[src/rtl/vga_timing_gen.sv]
// Parametrised VGA raster timing generator with pixel replication, side-by-side
// stereo split and frame-safe mode switching. All outputs are registered.
module vga_timing_gen #(
  parameter int unsigned H_ACTIVE = 640,
  parameter int unsigned H_FP     = 16,
  parameter int unsigned H_SYNC   = 96,
  parameter int unsigned H_BP     = 48,
  parameter int unsigned V_ACTIVE = 480,
  parameter int unsigned V_FP     = 10,
  parameter int unsigned V_SYNC   = 2,
  parameter int unsigned V_BP     = 33,
  parameter bit          HS_POL   = 1'b0,
  parameter bit          VS_POL   = 1'b0,
  parameter int unsigned CW       = 10
) (
  input  logic          CLK25,
  input  logic          RST,
  input  logic [1:0]    scale,
  input  logic          split,
  output logic          Hsync,
  output logic          Vsync,
  output logic          Nblank,
  output logic          Nsync,
  output logic          activeArea,
  output logic [CW-1:0] px_x,
  output logic [CW-1:0] px_y,
  output logic          side,
  output logic          new_pix,
  output logic          frame_start,
  output logic          line_start,
  output logic [1:0]    cur_scale
);

  localparam int unsigned H_TOTAL = H_ACTIVE + H_FP + H_SYNC + H_BP;
  localparam int unsigned V_TOTAL = V_ACTIVE + V_FP + V_SYNC + V_BP;

  localparam logic [CW-1:0] C_H_ACT  = CW'(H_ACTIVE);
  localparam logic [CW-1:0] C_H_HALF = CW'(H_ACTIVE / 2);
  localparam logic [CW-1:0] C_H_LAST = CW'(H_TOTAL - 1);
  localparam logic [CW-1:0] C_HS_BEG = CW'(H_ACTIVE + H_FP);
  localparam logic [CW-1:0] C_HS_END = CW'(H_ACTIVE + H_FP + H_SYNC - 1);
  localparam logic [CW-1:0] C_V_ACT  = CW'(V_ACTIVE);
  localparam logic [CW-1:0] C_V_LAST = CW'(V_TOTAL - 1);
  localparam logic [CW-1:0] C_VS_BEG = CW'(V_ACTIVE + V_FP);
  localparam logic [CW-1:0] C_VS_END = CW'(V_ACTIVE + V_FP + V_SYNC - 1);

  logic [CW-1:0] r_hcnt;
  logic [CW-1:0] r_vcnt;
  logic [1:0]    r_scale_sh;
  logic          r_split_sh;

  logic          r_hs;
  logic          r_vs;
  logic          r_active;
  logic [CW-1:0] r_px_x;
  logic [CW-1:0] r_px_y;
  logic          r_side;
  logic          r_new_pix;
  logic          r_frame_start;
  logic          r_line_start;
  logic [1:0]    r_cur_scale;

  logic          w_h_wrap;
  logic          w_v_wrap;
  logic          w_active;
  logic          w_right;
  logic [CW-1:0] w_hx;
  logic [1:0]    w_shift;
  logic [CW-1:0] w_mask;
  logic          w_new_pix;
  logic          w_hs_on;
  logic          w_vs_on;

  assign w_h_wrap = (r_hcnt == C_H_LAST);
  assign w_v_wrap = (r_vcnt == C_V_LAST);

  // Mode shadows load on the last clock of the frame so the (0,0) pixel of the
  // next frame is already evaluated with the new mode.
  always_ff @(posedge CLK25 or posedge RST) begin
    if (RST) begin
      r_hcnt     <= '0;
      r_vcnt     <= '0;
      r_scale_sh <= '0;
      r_split_sh <= 1'b0;
    end else begin
      if (w_h_wrap) begin
        r_hcnt <= '0;
        if (w_v_wrap) begin
          r_vcnt <= '0;
        end else begin
          r_vcnt <= r_vcnt + 1'b1;
        end
      end else begin
        r_hcnt <= r_hcnt + 1'b1;
      end
      if (w_h_wrap && w_v_wrap) begin
        r_scale_sh <= scale;
        r_split_sh <= split;
      end
    end
  end

  // Scale code 11 falls back to 1x.
  always_comb begin
    w_shift = 2'd0;
    w_mask  = '0;
    case (r_scale_sh)
      2'b01: begin
        w_shift = 2'd1;
        w_mask  = CW'(1);
      end
      2'b10: begin
        w_shift = 2'd2;
        w_mask  = CW'(3);
      end
      default: begin
        w_shift = 2'd0;
        w_mask  = '0;
      end
    endcase
  end

  assign w_active  = (r_hcnt < C_H_ACT) && (r_vcnt < C_V_ACT);
  assign w_right   = r_split_sh && (r_hcnt >= C_H_HALF);
  assign w_hx      = w_right ? (r_hcnt - C_H_HALF) : r_hcnt;
  assign w_new_pix = w_active && ((w_hx & w_mask) == '0) && ((r_vcnt & w_mask) == '0);
  assign w_hs_on   = (r_hcnt >= C_HS_BEG) && (r_hcnt <= C_HS_END);
  assign w_vs_on   = (r_vcnt >= C_VS_BEG) && (r_vcnt <= C_VS_END);

  always_ff @(posedge CLK25 or posedge RST) begin
    if (RST) begin
      r_hs          <= ~HS_POL;
      r_vs          <= ~VS_POL;
      r_active      <= 1'b0;
      r_px_x        <= '0;
      r_px_y        <= '0;
      r_side        <= 1'b0;
      r_new_pix     <= 1'b0;
      r_frame_start <= 1'b0;
      r_line_start  <= 1'b0;
      r_cur_scale   <= '0;
    end else begin
      r_hs          <= w_hs_on ? HS_POL : ~HS_POL;
      r_vs          <= w_vs_on ? VS_POL : ~VS_POL;
      r_active      <= w_active;
      r_px_x        <= w_active ? (w_hx >> w_shift) : '0;
      r_px_y        <= w_active ? (r_vcnt >> w_shift) : '0;
      r_side        <= w_active && w_right;
      r_new_pix     <= w_new_pix;
      r_frame_start <= (r_hcnt == '0) && (r_vcnt == '0);
      r_line_start  <= (r_hcnt == '0) && (r_vcnt < C_V_ACT);
      r_cur_scale   <= r_scale_sh;
    end
  end

  assign Hsync       = r_hs;
  assign Vsync       = r_vs;
  assign Nblank      = r_active;
  assign activeArea  = r_active;
  assign Nsync       = 1'b1;
  assign px_x        = r_px_x;
  assign px_y        = r_px_y;
  assign side        = r_side;
  assign new_pix     = r_new_pix;
  assign frame_start = r_frame_start;
  assign line_start  = r_line_start;
  assign cur_scale   = r_cur_scale;

endmodule
[config.mk]
export PLATFORM = sky130hd
export DESIGN_NAME = vga_timing_gen
export DESIGN_NICKNAME = d
export VERILOG_FILES = /design/src/rtl/vga_timing_gen.sv
export SDC_FILE = /design/constraint.sdc
export NUM_CORES = 1
export LEC_CHECK = 0
export BUFFER_PORTS_ARGS = -buffer_cell sky130_fd_sc_hd__buf_2
export CAP_MARGIN = 20
export CORE_ASPECT_RATIO = 1.25
export CORE_MARGIN = 4
export CORE_UTILIZATION = 40
export CTS_BUF_LIST = sky130_fd_sc_hd__clkbuf_16
export DETAILED_ROUTE_END_ITERATION = 16
export GPL_ROUTABILITY_DRIVEN = 0
export PLACE_DENSITY_LB_ADDON = 0.1
export SLEW_MARGIN = 10
export SYNTH_ARGS = -nofsm -noshare
export SYNTH_HDL_FRONTEND = slang
export SYNTH_SLANG_ARGS = --single-unit
[constraint.sdc]
create_clock -name CLK25 -period 4.05 [get_ports CLK25]
set_input_delay 0.405 -clock CLK25 [delete_from_list [all_inputs] [get_ports CLK25]]
set_output_delay 0.405 -clock CLK25 [all_outputs]
set_load 0.01 [all_outputs]
==> metrics.md, run 1 <==
| Metric | Value |
|---|---|
| Clock group share of total power | about 50% |
| Status | complete, no violations |
| Static Leakage | 1.45 nW |
| Cell count after placement | 373 |
| Row Count | 34 |
| Area share of fa/ha/maj cells after synthesis | 5.25% |
| NumNets Final | 308 |
| Slowest Stage Delay on Critical Path | 0.47 ns |
| Largest family of logic cells by synthesized area | simple AND/OR/NAND/NOR gates |
| Arrival time worst endpoint | 2.38 ns |
| Register area share after synthesis | a little under half |
| Yosys reg bits | 52 |
| WL final | 5800 microns |
| Antenna violations before repair | 0 |
| Count of yosys warnings during synthesis | 0 |
| Die Area | 8580 sq um |
| Clock Pin Slew Worst Setup and Hold Paths | around 0.07 ns |
| Root Driver | sky130_fd_sc_hd__clkbuf_16 |
| Grt total ovfl | 0 |
| Post-synthesis to final-layout area growth | 14.0% |
| Combined area of all synthesized cells | 2860 sq um |
| Worst path required time | approximately 4.2 ns |
| Critical Path Fanout Max | 8 |
| RSZ-0062 raised after global routing | no |
| Number of fill cells | roughly 690 |
| Worst Setup SP | r_hcnt[7] |
| Power Density | roughly 330 nW/um^2 |
| Final setup violation count | 0 |
| Hold Fails Final Rpt | 0 |
| H-tree Lvls | 2 |
| Final cycle utilization of the critical path | between 50 and 60% |
| Internal power consumption | 0.878 mW |
| Maximum operating frequency | 451 MHz |
| Clock Path Buffers | 2 |
| Share of power burned in combinational logic | around 1.3% |
| Number of vias in the routed layout | 2086 |
| Count of buffers added by post-CTS timing repair for setup | 0 |
| Post-synth EDFFs | 0 |
| PnR Total Power | 1.07 mW |
| Count of antenna diodes in the layout | 0 |
| Share of layout cells above drive strength 1 | 24.7% |
| Pin count of the biggest net entering global routing | 37 |
| Floorplan die width | 83.6 microns |
| Leading cell types in the layout, fill and taps excluded | sky130_fd_sc_hd__dfrtp_1 (50), sky130_fd_sc_hd__buf_2 (34), sky130_fd_sc_hd__o21ai_0 (21), sky130_fd_sc_hd__nor2_1 (15), sky130_fd_sc_hd__nand2_1 (14) |
| Post-DR vias/cell | 5.46 |
| Final sum of negative setup slack | 0 ns |
| Switching share of power | 18.3% |
| Final HPWL DP | 4120 microns |
| Highest-delay cell along the critical path | sky130_fd_sc_hd__dfrtp_1 |
| Reg2reg path depth | 7 |
| Crit path capture | px_x[7] |
| Starting utilization of the core area | 41.0% |
| Clock sink count | 52 |
| Clock latency reported for the late side of the worst-skew pair | 0.29 ns |
| Number of top-level pins | 36 |
| Post-synthesis cell type count | 53 |
| Worst IR Drop VDD | 214 uV |
| Critical Path Sink Type | flip-flop |
| Max-capacitance violation count | 0 |
| Vias in the first global route | 1917 |
| Net Sw Power | slightly below 0.2 mW |
| Multiplexer fraction of the synthesized cell area | 10.0% |
| Cts-stage hold buffer count | 0 |
| I/O Buffers | 34 |
| Post-synthesis xor/xnor area fraction | 2.76% |
| Chain of cells forming the critical path | inv_1 > ha_1 > nand4bb_4 > o311ai_0 > a31oi_1 > a221oi_1 > nor2_1 |
| Core Box Area | 6980 sq um |
| R2r setup slk | 1.83 ns |
| Layout Cells excl Fill | 382 |
| Post-Syn Area per Cell | 10.6 sq um |
| Final Critical Period | about 2.2 ns |
| CP startpoint kind | flip-flop |
| First DRT Iteration DRCs | 82 |
| Antenna Nets Post-Route | 0 |
| Simple-gate share of the synthesized area | ~18% |
| Worst min-delay path category | primary input to async pin |
| Most common library cell in the layout ignoring fill and taps | sky130_fd_sc_hd__dfrtp_1 |
| Average routed wire per standard cell | about 15 microns |
| Reg-to-Reg Start | r_hcnt[7] |
| Syn Nets | 286 |
| CTS tree | yes |
| Endpoint of the lowest-slack register-to-register path | px_x[7] |
| First-pass GRT wire length | 9940 microns |
| Final slew viol count | 0 |
| DRC violation count after routing | 0 |
| Category of the critical setup timing path | flip-flop to flip-flop |
| Number of CTS-inserted buffers | 5 |
| Share of flip-flops with an asynchronous set or reset after synthesis | 100% |
| Actual slew at the worst max-slew pin | 0.667 ns |
| Instance count of the mapped netlist | 269 |
| Number of gates resized after cts | 0 |
| Gr usage total | 14.4% |
| Compound-Gate Fraction of Synth Area | 12.6% |
| Post-route clock skew | 0.00974 ns |
| Sequential cell fraction of total power | 48.4% |
| Worst slew margin | 55.0% |
| Iteration count of the initial detailed-routing pass | 4 |
| Dominant synthesized flop cell | sky130_fd_sc_hd__dfrtp_1 |
| Die span in y | 103 microns |
## worst min-delay path by stage
stage / from / end / slack [ns] / cells after the start
6_report: RST / r_split_sh / 0.1 / 2
5_1_grt: RST / px_x[9] / 0.11 / 2
4_1_cts: RST / r_split_sh / 0.1 / 2
3_5_place_dp: r_scale_sh[1] / cur_scale[1] / 0.40 / 0
3_3_place_gp: r_scale_sh[1] / cur_scale[1] / 0.39 / 0
2_1_floorplan: r_scale_sh[1] / cur_scale[1] / 0.38 / 0
## cell usage after synthesis (3+ instances only)
| cell | count | area [sq um] |
|---|---|---|
| sky130_fd_sc_hd__inv_1 | 12 | 45.0 |
| sky130_fd_sc_hd__and3_1 | 13 | 81.3 |
| sky130_fd_sc_hd__nor4_1 | 4 | 25.0 |
| sky130_fd_sc_hd__nand3_1 | 7 | 35.0 |
| sky130_fd_sc_hd__nand2_1 | 14 | 52.6 |
| sky130_fd_sc_hd__o21ai_0 | 21 | 105 |
| sky130_fd_sc_hd__nor2_1 | 15 | 56.3 |
| sky130_fd_sc_hd__o211ai_1 | 3 | 22.5 |
| sky130_fd_sc_hd__clkbuf_1 | 11 | 41.3 |
| sky130_fd_sc_hd__or3_1 | 4 | 25.0 |
| sky130_fd_sc_hd__xnor2_1 | 7 | 61.3 |
| sky130_fd_sc_hd__buf_4 | 4 | 30.0 |
| sky130_fd_sc_hd__nor2b_1 | 5 | 31.3 |
| sky130_fd_sc_hd__nor3_1 | 7 | 35.0 |
| sky130_fd_sc_hd__nand4_1 | 8 | 50.1 |
| sky130_fd_sc_hd__ha_1 | 12 | 150 |
| sky130_fd_sc_hd__a21oi_1 | 6 | 30.0 |
| sky130_fd_sc_hd__a31oi_1 | 5 | 31.3 |
| sky130_fd_sc_hd__mux2_2 | 3 | 33.8 |
| sky130_fd_sc_hd__mux2i_1 | 5 | 50.1 |
| sky130_fd_sc_hd__buf_2 | 4 | 20.0 |
| sky130_fd_sc_hd__mux4_2 | 9 | 203 |
| sky130_fd_sc_hd__dfrtp_1 | 50 | 1250 |
| sky130_fd_sc_hd__buf_1 | 3 | 11.3 |
## layer usage
metal	part of all wire (%)	vias up	wire [microns]	GRT usage, %
met3	6.6	7	384	3.36
met4	1.2	0	69	3.71
met5	0	-	0	0
met1	46	1003	2660	20.4
li1	-	1013	-	-
met2	46	63	2690	22.4
## state kept, by name, indices dropped and copies added (netlist names), 2 cells and up
| signal | flops |
|---|---|
| r_scale_sh | 2 |
| px_x | 10 |
| r_hcnt | 10 |
| r_vcnt | 10 |
| px_y | 10 |
| cur_scale | 2 |
## cell type report
type	count	area (sq um)	share of cell area, %
multi-input combinational	182	1400	42.9
sequential	52	1300	40.0
timing repair buffer	38	208	6.37
clock buffer	5	125	3.84
tap	90	113	3.45
clock inverter	3	68.8	2.11
inverter	12	45.0	1.38
## power by group through the flow
stage	Sequential [mW]	Clock, mW	Combinational, mW
2_1_floorplan	0.530	0	0.00881
4_1_cts	0.519	0.561	0.0152
3_5_place_dp	0.530	0	0.0152
5_1_grt	0.519	0.583	0.0168
6_report	0.520	0.541	0.0141
3_3_place_gp	0.530	0	0.0151
## metrics by stage
stage / util, % / instance area, sq um / worst slack [ns] / hold WS [ns]
6_report: 46.7 / 3260 / 1.83 / 0.0972
5_1_grt: 46.7 / 3260 / 1.58 / 0.107
4_1_cts: 46.5 / 3250 / 1.78 / 0.0998
3_5_place_dp: 43.7 / 3050 / 1.79 / 0.400
3_3_place_gp: 43.7 / 3050 / 1.80 / 0.392
2_1_floorplan: - / 2860 / 2.06 / 0.378
## critical path: cells and delay by family (launching register included)
kind / cells / cell delay, ns
buf+inv: 1 / 0.20
flops: 1 / 0.47
simple gates: 2 / 0.22
fa+ha+maj: 1 / 0.22
compound gates: 3 / 0.99
## cells by family after synthesis
logic type,count (synthesis)
AO/OA/AOI/OAI,52
XOR/XNOR,9
adder cells (fa/ha/maj),12
buffers and inverters,35
flip-flops,52
multiplexers,17
other,2
AND/OR/NAND/NOR,90
No activity file was read; power rests on OpenSTA's default activity.
==> inputs of run 2 (changes only) <==
--- a/config.mk
+++ b/config.mk
@@ -5,6 +5,7 @@
 export SDC_FILE = /design/constraint.sdc
 export NUM_CORES = 1
 export LEC_CHECK = 0
+export ABC_AREA = 1
 export BUFFER_PORTS_ARGS = -buffer_cell sky130_fd_sc_hd__buf_2
 export CAP_MARGIN = 20
 export CORE_ASPECT_RATIO = 1.25
==> constraint.sdc (replaced) <==
create_clock -name CLK25 -period 2.3 [get_ports CLK25]
set_input_delay 0.23 -clock CLK25 [delete_from_list [all_inputs] [get_ports CLK25]]
set_output_delay 0.23 -clock CLK25 [all_outputs]
set_load 0.01 [all_outputs]
==> metrics.md, run 2 <==
| Metric | Value |
|---|---|
| Share of layout cells above drive strength 1 | 17.3% (was 24.7%) |
| Register area share after synthesis | 47.9% (was 45.6%) |
| Post-Syn Area per Cell | 8.32 sq um (was 10.6 sq um) |
| Final cycle utilization of the critical path | 83.8% (was 54.8%) |
| I/O Buffers | 34 (unchanged) |
| Post-synthesis to final-layout area growth | 14.4% (was 14.0%) |
| Worst path required time | 2.50 ns (was 4.21 ns) |
| Cell types with the largest area share after synthesis | sky130_fd_sc_hd__dfrtp_1 (46%), sky130_fd_sc_hd__nand2_1 (11%), sky130_fd_sc_hd__nand3_1 (5.7%) (was sky130_fd_sc_hd__dfrtp_1 (44%), sky130_fd_sc_hd__mux4_2 (7.1%), sky130_fd_sc_hd__ha_1 (5.2%)) |
| Critical Path Fanout Max | 17 (was 8) |
| Reg-to-Reg Start | r_hcnt[6] (was r_hcnt[7]) |
| WL final | 5730 microns (was 5800 microns) |
| CTS tree | yes (unchanged) |
| First-pass GRT wire length | 9530 microns (was 9940 microns) |
| Leading area contributor after synthesis | sky130_fd_sc_hd__dfrtp_1 (unchanged) |
| First DRT Iteration DRCs | 97 (was 82) |
| Core Box Area | 6610 sq um (was 6980 sq um) |
| Post-route clock skew | 0.0103 ns (was 0.00974 ns) |
| Most common library cell in the layout ignoring fill and taps | sky130_fd_sc_hd__nand2_1 (was sky130_fd_sc_hd__dfrtp_1) |
| Vias in the first global route | 1938 (was 1917) |
| PnR Total Power | 1.65 mW (was 1.07 mW) |
| Cts-stage hold buffer count | 1 (was 0) |
| Post-DR vias/cell | 4.79 (was 5.46) |
| Starting utilization of the core area | 41.2% (was 41.0%) |
| DRC violation count after routing | 0 (unchanged) |
| Share of flip-flops with an asynchronous set or reset after synthesis | 100% (unchanged) |
| Final slew viol count | 0 (unchanged) |
| Power Density | 531 nW/um^2 (was 329 nW/um^2) |
| Depth of the worst hold-timing path | 3 |
| Post-synth EDFFs | 0 (unchanged) |
| Iteration count of the initial detailed-routing pass | 4 (unchanged) |
| CP startpoint kind | flip-flop (unchanged) |
| Die Area | 8190 sq um (was 8580 sq um) |
| Number of gates resized after cts | 0 (unchanged) |
| Hold Fails Final Rpt | 0 (unchanged) |
| Count of buffers added by post-CTS timing repair for setup | 0 (unchanged) |
| Worst hold endpoint | r_split_sh |
| Max-capacitance violation count | 0 (unchanged) |
| Pin count of the biggest net entering global routing | 34 (was 37) |
| Floorplan die width | 81.8 microns (was 83.6 microns) |
| Post-synthesis cell type count | 32 (was 53) |
| Clock Path Buffers | 2 (unchanged) |
| Gr usage total | 15.1% (was 14.4%) |
| Clock sink count | 52 (unchanged) |
| Number of CTS-inserted buffers | 5 (unchanged) |
| Critical Path Sink Type | flip-flop (unchanged) |
| Post-synth top area share | 46.0% (was 43.7%) |
| Die span in y | 100 microns (was 103 microns) |
| Dominant synthesized flop cell | sky130_fd_sc_hd__dfrtp_1 (unchanged) |
| Final Critical Period | 1.93 ns (was 2.22 ns) |
| Count of antenna diodes in the layout | 0 (unchanged) |
| RSZ-0062 raised after global routing | no (unchanged) |
| Min Hold Slack | 0.153 ns (was 0.0972 ns) |
| Grt total ovfl | 0 (unchanged) |
| Endpoint of the lowest-slack register-to-register path | r_vcnt[7] (was px_x[7]) |
| Synth cell count leaders | sky130_fd_sc_hd__nand2_1 (83), sky130_fd_sc_hd__dfrtp_1 (50), sky130_fd_sc_hd__inv_1 (34) (was sky130_fd_sc_hd__dfrtp_1 (50), sky130_fd_sc_hd__o21ai_0 (21), sky130_fd_sc_hd__nor2_1 (15)) |
| NumNets Final | 380 (was 308) |
| Average routed wire per standard cell | 12.7 microns (was 15.2 microns) |
| Category of the critical setup timing path | flip-flop to flip-flop (unchanged) |
| Antenna Nets Post-Route | 0 (unchanged) |
| Worst IR Drop VDD | 261 uV (was 214 uV) |
| Worst min-delay path category | primary input to flip-flop (was primary input to async pin) |
| Leading cell types in the layout, fill and taps excluded | sky130_fd_sc_hd__nand2_1 (83), sky130_fd_sc_hd__dfrtp_1 (50), sky130_fd_sc_hd__inv_1 (34), sky130_fd_sc_hd__buf_2 (34) (was sky130_fd_sc_hd__dfrtp_1 (50), sky130_fd_sc_hd__buf_2 (34), sky130_fd_sc_hd__o21ai_0 (21), sky130_fd_sc_hd__nor2_1 (15), sky130_fd_sc_hd__nand2_1 (14)) |
| Most frequent cell after synthesis | sky130_fd_sc_hd__nand2_1 (was sky130_fd_sc_hd__dfrtp_1) |
| Combined area of all synthesized cells | 2720 sq um (was 2860 sq um) |
| Arrival time worst endpoint | 2.13 ns (was 2.38 ns) |
| Count of yosys warnings during synthesis | 0 (unchanged) |
| Post-Layout Inst Area | 3110 sq um (was 3260 sq um) |
| Startpoint of the tightest hold check path | split |
| Worst Setup SP | r_hcnt[6] (was r_hcnt[7]) |
| Final setup violation count | 0 (unchanged) |
| Antenna violations before repair | 0 (unchanged) |
| Root Driver | sky130_fd_sc_hd__clkbuf_16 (unchanged) |
| Row Count | 33 (was 34) |
| R2r setup slk | 0.37 ns (was 1.83 ns) |
| Final HPWL DP | 4470 microns (was 4120 microns) |
| Number of vias in the routed layout | 2161 (was 2086) |
| Reg2reg path depth | 8 (was 7) |
| Clock Pin Slew Worst Setup and Hold Paths | 0.07 ns (about the same) |
| Final sum of negative setup slack | 0 ns (unchanged) |
| Instance count of the mapped netlist | 327 (was 269) |
| Area of placed instances | 2960 sq um (was 3050 sq um) |
| H-tree Lvls | 2 (unchanged) |
| Clock latency reported for the late side of the worst-skew pair | 0.29 ns (about the same) |
| Static Leakage | 1.55 nW (was 1.45 nW) |
| Status | complete, no violations (unchanged) |
| Yosys reg bits | 52 (unchanged) |
| Maximum operating frequency | 519 MHz (was 451 MHz) |
| Number of top-level pins | 36 (unchanged) |
| Syn Nets | 344 (was 286) |
-- run 2: changes by cell type in the layout (fill, tap and decap cells not counted), sizes merged, moves of 7 or more --
cell	change
mux4	-9
o21ai	+9
and3	-13
xnor2	-7
nand3	+25
inv	+24
nand2	+73
xor2	+9
-- run 2: power by group --
| part | internal [mW] | leakage (nW) | total [mW] | switching [mW] |
|---|---|---|---|---|
| Combinational | 0.00646 | 0.823 | 0.0270 | 0.0205 |
| Sequential | 0.915 | 0.657 | 0.915 | 0.000141 |
| Clock | 0.396 | 0.0687 | 0.710 | 0.314 |
| Total | 1.32 | 1.55 | 1.65 | 0.334 |
-- run 2: cell families after synthesis --
group | after synthesis | share of synthesized area, %
AND/OR/NAND/NOR | 161 | 27.1
flip-flops | 52 | 47.9
buffers and inverters | 48 | 7.82
AO/OA/AOI/OAI | 41 | 7.82
adder cells (fa/ha/maj) | 12 | 5.52
XOR/XNOR | 11 | 3.54
other | 2 | 0.276
-- run 2: metrics by stage --
step           worst slack (ns)  util [%]  std cells
2_1_floorplan             0.795         -        327
3_3_place_gp              0.407      44.8        442
3_5_place_dp              0.378      44.8        442
4_1_cts                   0.361      47.1        451
5_1_grt                   0.192      47.1        451
6_report                  0.373      47.1        451
-- run 2: worst max-delay path by stage --
stage / endpoint / slack [ns] / cells past startpoint
after floorplan: r_vcnt[8] / 0.80 / 8
after global placement: r_vcnt[7] / 0.41 / 8
after detailed placement: r_vcnt[7] / 0.38 / 8
after CTS: r_vcnt[7] / 0.36 / 8
after global routing: r_vcnt[7] / 0.19 / 8
final: r_vcnt[7] / 0.37 / 8
-- run 2: per-layer routing --
layer  global-route usage, %  vias up  share of wire (%)
met5                       0        -                  0
met4                    5.88        0                2.1
met3                    2.51        6                5.7
met2                    22.0       53                 44
met1                    22.3      985                 48
li1                        -     1117                  -
-- run 2: critical path, cell delays in order, from the launching register on --
cell and delay [ns]:
sky130_fd_sc_hd__dfrtp_1 0.46, sky130_fd_sc_hd__inv_1 0.17, sky130_fd_sc_hd__ha_1 0.25, sky130_fd_sc_hd__inv_1 0.08, sky130_fd_sc_hd__nor3_2 0.05, sky130_fd_sc_hd__nand3_2 0.07, sky130_fd_sc_hd__clkinv_1 0.36, sky130_fd_sc_hd__nand3_1 0.25
sky130_fd_sc_hd__xor2_1 0.15
-- run 2: final cells by class --
cell class / instances / area [sq um]
clock inverter: 3 / 15.0
sequential: 52 / 1300
timing repair buffer: 40 / 218
fill: 655 / 3490
inverter: 37 / 139
tap: 87 / 109
multi-input combinational: 227 / 1200
clock buffer: 5 / 125
